### src/rtl/datapath_pkg.sv
// Shared datapath constants and helpers for the three-bus Mini SRC register file.
package datapath_pkg;

  localparam int unsigned WIDTH_DEF = 32;
  localparam int unsigned NREGS_DEF = 16;

  // Mini SRC instruction register field positions (consumed by select/encode logic)
  localparam int unsigned RA_MSB = 26;
  localparam int unsigned RA_LSB = 23;
  localparam int unsigned RB_MSB = 22;
  localparam int unsigned RB_LSB = 19;
  localparam int unsigned RC_MSB = 18;
  localparam int unsigned RC_LSB = 15;

  // A register pair must start at an even address; only the address LSB matters
  function automatic logic pair_ok(input logic addr_lsb);
    return !addr_lsb;
  endfunction

endpackage

### src/rtl/reg_scoreboard.sv
// Busy scoreboard: tracks registers reserved by multi-cycle ops, raises Stall and error pulses.
module reg_scoreboard
  import datapath_pkg::*;
#(
  parameter int unsigned NREGS  = NREGS_DEF,
  parameter int unsigned AW     = $clog2(NREGS),
  parameter bit          BYPASS = 1'b1
) (
  input  logic             clk,
  input  logic             rst,
  input  logic [NREGS-1:0] wr_mask,
  input  logic             wr_pair_odd,
  input  logic             rsv_en,
  input  logic             rsv_pair,
  input  logic [AW-1:0]    rsv_addr,
  input  logic             rd_a_en,
  input  logic [AW-1:0]    rd_a_addr,
  input  logic             rd_a_ba,
  input  logic             rd_b_en,
  input  logic [AW-1:0]    rd_b_addr,
  output logic             stall_c,
  output logic             pair_err,
  output logic             rsv_err
);

  logic [NREGS-1:0] busy_q, busy_d;
  logic [NREGS-1:0] rsv_mask;
  logic [NREGS-1:0] busy_eff;
  logic             pair_err_q, pair_err_d;
  logic             rsv_err_q, rsv_err_d;

  // Reservation targets, busy update (reserve beats write-clear), error detection and stall
  always_comb begin
    rsv_mask   = '0;
    busy_d     = busy_q;
    busy_eff   = busy_q;
    pair_err_d = 1'b0;
    rsv_err_d  = 1'b0;
    stall_c    = 1'b0;

    if (rsv_en) begin
      rsv_mask[rsv_addr] = 1'b1;
      if (rsv_pair && pair_ok(rsv_addr[0])) begin
        rsv_mask[{rsv_addr[AW-1:1], 1'b1}] = 1'b1;
      end
    end

    busy_d     = (busy_q & ~wr_mask) | rsv_mask;
    rsv_err_d  = |(rsv_mask & busy_q & ~wr_mask);
    pair_err_d = wr_pair_odd || (rsv_en && rsv_pair && !pair_ok(rsv_addr[0]));

    // With bypass, a busy register being written now already delivers fresh data
    if (BYPASS) begin
      busy_eff = busy_q & ~wr_mask;
    end

    stall_c = (rd_a_en && busy_eff[rd_a_addr] && !rd_a_ba) ||
              (rd_b_en && busy_eff[rd_b_addr]);
  end

  // Scoreboard state and error pulse registers
  always_ff @(posedge clk or posedge rst) begin
    if (rst) begin
      busy_q     <= '0;
      pair_err_q <= 1'b0;
      rsv_err_q  <= 1'b0;
    end else begin
      busy_q     <= busy_d;
      pair_err_q <= pair_err_d;
      rsv_err_q  <= rsv_err_d;
    end
  end

  assign pair_err = pair_err_q;
  assign rsv_err  = rsv_err_q;

endmodule

### src/rtl/three_bus_regfile.sv
// Mini SRC general-purpose register file: two combinational read ports, pair-capable write port.
module three_bus_regfile
  import datapath_pkg::*;
#(
  parameter int unsigned WIDTH  = WIDTH_DEF,
  parameter int unsigned NREGS  = NREGS_DEF,
  parameter bit          BYPASS = 1'b1,
  localparam int unsigned AW    = $clog2(NREGS)
) (
  input  logic             Clock,
  input  logic             Clear,
  input  logic [AW-1:0]    Rd_A_Addr,
  input  logic             BA_Out,
  output logic [WIDTH-1:0] Rd_A_Data,
  input  logic [AW-1:0]    Rd_B_Addr,
  output logic [WIDTH-1:0] Rd_B_Data,
  input  logic             Wr_En,
  input  logic             Wr_Pair,
  input  logic [AW-1:0]    Wr_Addr,
  input  logic [WIDTH-1:0] Wr_Data,
  input  logic [WIDTH-1:0] Wr_Data_Hi,
  input  logic             Rsv_En,
  input  logic             Rsv_Pair,
  input  logic [AW-1:0]    Rsv_Addr,
  output logic             Stall,
  input  logic             Rd_A_En,
  input  logic             Rd_B_En,
  output logic             Pair_Err,
  output logic             Rsv_Err
);

  logic [NREGS-1:0][WIDTH-1:0] regs_q, regs_d;
  logic [NREGS-1:0]            wr_mask;
  logic                        wr_pair_odd;
  logic                        ba_zero;

  // Write decode: low word always, high word only for an even-address pair
  always_comb begin
    regs_d      = regs_q;
    wr_mask     = '0;
    wr_pair_odd = 1'b0;
    if (Wr_En) begin
      wr_mask[Wr_Addr] = 1'b1;
      regs_d[Wr_Addr]  = Wr_Data;
      if (Wr_Pair) begin
        if (pair_ok(Wr_Addr[0])) begin
          wr_mask[{Wr_Addr[AW-1:1], 1'b1}] = 1'b1;
          regs_d[{Wr_Addr[AW-1:1], 1'b1}]  = Wr_Data_Hi;
        end else begin
          wr_pair_odd = 1'b1;
        end
      end
    end
  end

  // Register storage
  always_ff @(posedge Clock or posedge Clear) begin
    if (Clear) begin
      regs_q <= '0;
    end else begin
      regs_q <= regs_d;
    end
  end

  // Read muxes: base-address zero on A, then optional write bypass, then stored value
  always_comb begin
    ba_zero   = BA_Out && (Rd_A_Addr == '0);
    Rd_A_Data = regs_q[Rd_A_Addr];
    Rd_B_Data = regs_q[Rd_B_Addr];
    if (BYPASS && wr_mask[Rd_A_Addr]) begin
      Rd_A_Data = (Rd_A_Addr == Wr_Addr) ? Wr_Data : Wr_Data_Hi;
    end
    if (BYPASS && wr_mask[Rd_B_Addr]) begin
      Rd_B_Data = (Rd_B_Addr == Wr_Addr) ? Wr_Data : Wr_Data_Hi;
    end
    if (ba_zero) begin
      Rd_A_Data = '0;
    end
  end

  reg_scoreboard #(
    .NREGS  (NREGS),
    .AW     (AW),
    .BYPASS (BYPASS)
  ) u_scoreboard (
    .clk         (Clock),
    .rst         (Clear),
    .wr_mask     (wr_mask),
    .wr_pair_odd (wr_pair_odd),
    .rsv_en      (Rsv_En),
    .rsv_pair    (Rsv_Pair),
    .rsv_addr    (Rsv_Addr),
    .rd_a_en     (Rd_A_En),
    .rd_a_addr   (Rd_A_Addr),
    .rd_a_ba     (ba_zero),
    .rd_b_en     (Rd_B_En),
    .rd_b_addr   (Rd_B_Addr),
    .stall_c     (Stall),
    .pair_err    (Pair_Err),
    .rsv_err     (Rsv_Err)
  );

endmodule

### config.mk
export PLATFORM = sky130hd
export DESIGN_NAME = three_bus_regfile
export DESIGN_NICKNAME = d
export VERILOG_FILES = /design/src/rtl/datapath_pkg.sv /design/src/rtl/reg_scoreboard.sv /design/src/rtl/three_bus_regfile.sv
export SDC_FILE = /design/constraint.sdc
export NUM_CORES = 2
export LEC_CHECK = 0
export ABC_AREA = 1
export BUFFER_PORTS_ARGS = -buffer_cell sky130_fd_sc_hd__buf_2
export CORE_MARGIN = 5
export CORE_UTILIZATION = 45
export CTS_CLUSTER_DIAMETER = 100
export CTS_CLUSTER_SIZE = 12
export DETAILED_ROUTE_END_ITERATION = 8
export MAX_ROUTING_LAYER = met4
export SLEW_MARGIN = 20
export SYNTH_ARGS = -nofsm -noshare
export SYNTH_HDL_FRONTEND = slang
export SYNTH_SLANG_ARGS = --single-unit
### constraint.sdc
create_clock -name Clock -period 51.4 [get_ports Clock]
set_clock_uncertainty 0.2 [all_clocks]
set_input_delay 5.14 -clock Clock [delete_from_list [all_inputs] [get_ports Clock]]
set_output_delay 5.14 -clock Clock [all_outputs]
set_load 0.01 [all_outputs]
# Word level (Yosys, flattened, before mapping)
# Cells that the tools add are included.
# Widths: inputs -> output; s select.
[word_totals]
reg_bits = 530
out_inout_bits = 67
word_cells = 96
[op_classes]
n_lt_le_gt_ge = 10
eq_ne = 2
mux = 41
n_bitwise = 7
n_reduce_logical = 17
[ops]
columns = ["operator", "n"]
rows = [
  ["$bwmux 512", 2],
  ["$mux 512", 2],
  ["$mux 32", 9],
  ["$bmux 32 s4", 2],
  ["$demux 32 s4", 1],
  ["$demux 32 s3", 1],
  ["$mux 16", 5],
  ["$and 16x16->16", 3],
  ["$or 16x16->16", 3],
  ["$lt 4x5->1 const B", 6],
  ["$bmux 1 s4", 4],
  ["$ge 4x1->1 const B", 4],
  ["$not 16->16", 1],
  ["$reduce_or 16->1", 1],
  ["$logic_and 1x1->1", 11],
  ["$mux 1", 11],
  ["$demux 1 s4", 2],
  ["$eq 4x4->1", 2],
  ["$demux 1 s3", 2],
  ["$logic_not 4->1", 1],
  ["$logic_not 1->1", 2],
  ["$logic_or 1x1->1", 2],
]

# Logic depth before layout (Yosys ltp)
[logic_depth]
depth_word = 15
mapped_depth = 14
depth_no_buf = 12

# Cells and area by module
# A second synthesis with hierarchy kept.
[unflattened]
cells_unflattened = 4575
area_unflattened_um2 = 32866.5
[modules_own_cells]
columns = ["mod", "n_inst", "cells_per_inst", "area_per_inst_um2"]
rows = [
  ["three_bus_regfile", 1, 4376, 31570.3],
  ["reg_scoreboard", 1, 199, 1296.2],
]

# Worst setup path after synthesis
# Ideal clock, no wire load.
[synth_timing]
path_type = "input-to-output"
from = "in Wr_Addr[1]"
to = "out Rd_A_Data[10]"
arrival_time_ns = 6.390
path_slack_ns = 39.670
stages = 9
path_cell_list = "buf_4 > inv_4 > nor2_1 > nor3_1 > nand2_1 > clkbuf_1 > nand2_1 > o211ai_1 > a21oi_1"
[synth_between]
elab_chain_cells = 12
word_cells_on_any_way = 20
cone_classes = "order compare: 4; eq/ne: 1; mux: 12; bitwise: 1; reduce/logical: 2"
[synth_lines]
columns = ["item", "line_no", "rtl"]
rows = [
  ["start, declared", "three_bus_regfile.sv:19", "input logic [AW-1:0] Wr_Addr,"],
  ["$lt 4x5->1 (not written as such), or another cell as far along", "three_bus_regfile.sv:43", "wr_mask[Wr_Addr] = 1'b1;"],
  ["$logic_and 1x1->1 (on tied branches)", "three_bus_regfile.sv:43, three_bus_regfile.sv:47", ""],
  ["$mux 1 (on tied branches)", "three_bus_regfile.sv:43, three_bus_regfile.sv:47", ""],
  ["$demux 1 s4 / $demux 1 s3 (equally long branches)", "three_bus_regfile.sv:43, three_bus_regfile.sv:47", ""],
  ["$or 16x16->16 (no source line)", "n/a", ""],
  ["$mux 16", "three_bus_regfile.sv:46", "if (pair_ok(Wr_Addr[0])) begin"],
  ["$mux 16", "three_bus_regfile.sv:45", "if (Wr_Pair) begin"],
  ["$mux 16", "three_bus_regfile.sv:42", "if (Wr_En) begin"],
  ["$bmux 1 s4", "three_bus_regfile.sv:70", "if (BYPASS && wr_mask[Rd_A_Addr]) begin"],
  ["$mux 1 (not written as such)", "three_bus_regfile.sv:70", ""],
  ["$mux 32 (*)", "three_bus_regfile.sv:70", ""],
  ["$mux 32 (*)", "three_bus_regfile.sv:76", "if (ba_zero) begin"],
  ["end, declared", "three_bus_regfile.sv:14", "output logic [WIDTH-1:0] Rd_A_Data,"],
]
# Mark *: on every way between the ends. The rest lies on a longest branch, timed or not. The select of a mux whose other input is x is not followed.

# Worst setup path in the final report
[layout_timing]
from = "in Wr_En"
to = "out Rd_B_Data[16]"
[layout_between]
elab_chain_cells = 4
[layout_lines]
columns = ["item", "line_no", "rtl"]
rows = [
  ["start, declared", "three_bus_regfile.sv:17", "input logic Wr_En,"],
  ["$mux 16", "three_bus_regfile.sv:42", ""],
  ["$bmux 1 s4", "three_bus_regfile.sv:73", "if (BYPASS && wr_mask[Rd_B_Addr]) begin"],
  ["$mux 1 (not written as such)", "three_bus_regfile.sv:73", ""],
  ["$mux 32", "three_bus_regfile.sv:73", ""],
  ["end, declared", "three_bus_regfile.sv:16", "output logic [WIDTH-1:0] Rd_B_Data,"],
]
# No other way between the ends. The select of a mux whose other input is x is not followed.

==> run metrics <==
Longest Clk Path Bufs 3; Num CTS Buffers 50; CP max FO 106; Unique masters post-synth 38; area delta synth->final 5.76%; antenna violations before repair 3; Synth top area share 41.1%; setup bufs post-CTS 0; Slew HR 20.3%; post-route minimum period 14190 ps; maximum clock rate 70.5 MHz; status complete, no violations; root buffer cell clkbuf_16; most used cell, CP nand3_1; Synth Cell Area 0.0323 sq mm; WP buf/inv 3; Synth Register Bits 530; Least-Margin Pin Slew 1200 ps; Clock Pin Slew Worst Setup and Hold Paths 60 ps; CTS resizes 0; full die area 0.0773 sq mm; H-tree levels 2; gp weighted congestion 0.864; # DRC 0; worst hold path depth 2; Clk Latency, worst-skew pair 620 ps; post-route insts no fill 5115; core area 0.0714 sq mm; Die X-Extent 278 um; Final nets 4250; Critical-path top delay cell nand2_4; post-synthesis sequential area ratio 41.1%; final setup fails 0; Port Buf Inserts 155; most frequent cells after synthesis o21ai_0, nand2_1, dfrtp_1; WL/cell 28.5 um; Antenna Nets Post-Route 0; Post-Synthesis Cells 4354; Power Density 35.4 mW/mm^2; clock sink total 530; Leak 15.1 nW; CP Cell Sequence buf_8, nand2_2, nand2_4, nand3_1, nand3_1, nand3_1, nand3_2, buf_4, nand2_4, nand2_1, nand2_1, buf_2; GRT Overall Usage 37.0%; TNS Setup 0 ps; Hold-fix buffers, CTS 0; flop2flop setup slack 50090 ps; Hold Crit Class reg2reg; Crit. End Element output pin; period utilization 27.6%; Syn Nets 4443; asr flop ratio synth 100%; Reg-to-Reg Start u_scoreboard.busy_q[6]$_DFF_PP0_; worst r2r dst u_scoreboard.rsv_err$_DFF_PP0_; crit path DAT 8850 ps; post-synth top area cell dfrtp_1; type of origin of the critical path input pin; initial core utilization 45.3%; max-cap violation count 0; chip height 278 um; GR Overflow Total 0; DR pass1 iterations 7; most frequent cell after synthesis o21ai_0; share of cells above drive strength 1 8.34%; vias in the first global route 31.7k; final hold vios 0; CP peak stage delay 730 ps; Avg Cell Area, Syn 7.42 sq um; first-pass GRT wire length 212 mm; cell family with most CP delay simple AND/OR/NAND/NOR gates; Slew Viols, Final 0; Critical Path RT 46060 ps; Setup CP Type in2out; R2R depth 4; hpwl dp 76.1 mm; Cells after DPL 5059; vias per cell 6.72; worst vdd ir 26.7 uV; num rows 98; CTS tree yes; main area contributors after synthesis dfrtp_1, o21ai_0, a21oi_1; RSZ-0062 raised after global routing false; WL final 146 mm; Post-synth EDFFs 0; I/O pins 156; largest net degree at the start of global routing 107; overall via count from detail_route 34.4k; Synthesis Warnings 0; DRT iter0 DRCs 5356; Main synth FF type dfrtp_1
==> tightest hold or removal path, delay by kind of cell (launching register included) <==
family | cells | cell delay, ps
simple gates | 1 | 50
flops | 1 | 350
compound gates | 1 | 60
==> layout by cell type (no fill, tap or decap), types with 148 or more instances in the layout <==
master	n
a21oi_1	482
a22oi_1	189
o211ai_1	156
o22ai_1	258
nand2_1	584
o21ai_0	627
buf_2	148
nand3_1	385
inv_1	339
nor2_1	156
dfrtp_1	530
==> where the power goes <==
part | switching [mW] | leakage (nW) | total, mW | internal (mW)
combinational | 0.205 | 8.33 | 0.308 | 0.103
clock | 0.171 | 0.638 | 0.344 | 0.172
sequential | 0.0533 | 6.15 | 0.559 | 0.506
==> routing by layer <==
layer,GRT usage (%),vias to the layer above,part of all wire [%]
li1,-,14919,-
met1,48.8,16272,38
met2,54.6,2620,43
met3,7.16,564,12
met4,18.9,0,6.5
met5,-,-,0
==> area by class of cell <==
class                      count  area [sq um]
fill                        7223         37200
multi-input combinational   3002         15700
sequential                   530         13300
inverter                     358          1370
timing repair buffer         219          1300
clock buffer                  50          1250
tap                          950          1190
clock inverter                 4          45.0
antenna                        2          5.00
==> per-stage QoR <==
stage	utilization, %	hold slack, ps	cell area (sq um)	setup slack (ps)	power, mW
after global placement	46.0	266	32900	37440	0.859
after CTS	47.9	289	34200	37400	1.20
after detailed placement	46.0	273	32900	37410	0.864
after global routing	47.9	304	34200	37150	1.27
after floorplan	-	253	32300	31250	0.769
final	47.9	285	34200	37210	1.21
==> worst max-delay path by stage <==
stage,slack [ps],to,startpoint,depth (start not counted)
after floorplan,31250,async pin,Clear,1
after global placement,37440,Rd_A_Data[0],Rd_A_Addr[1],11
after detailed placement,37410,Rd_B_Data[1],Wr_En,12
after CTS,37400,Rd_B_Data[1],Wr_En,12
after global routing,37150,Rd_B_Data[0],Wr_Addr[1],13
final,37210,Rd_B_Data[16],Wr_En,12
==> cells by family after synthesis <==
family,count (synthesis),synth area share [%]
xor+xnor,5,0.136
flops,530,41.1
buf+inv,822,10.7
compound gates,1799,32.3
simple gates,1198,15.9
No activity file was read; power rests on OpenSTA's default activity.
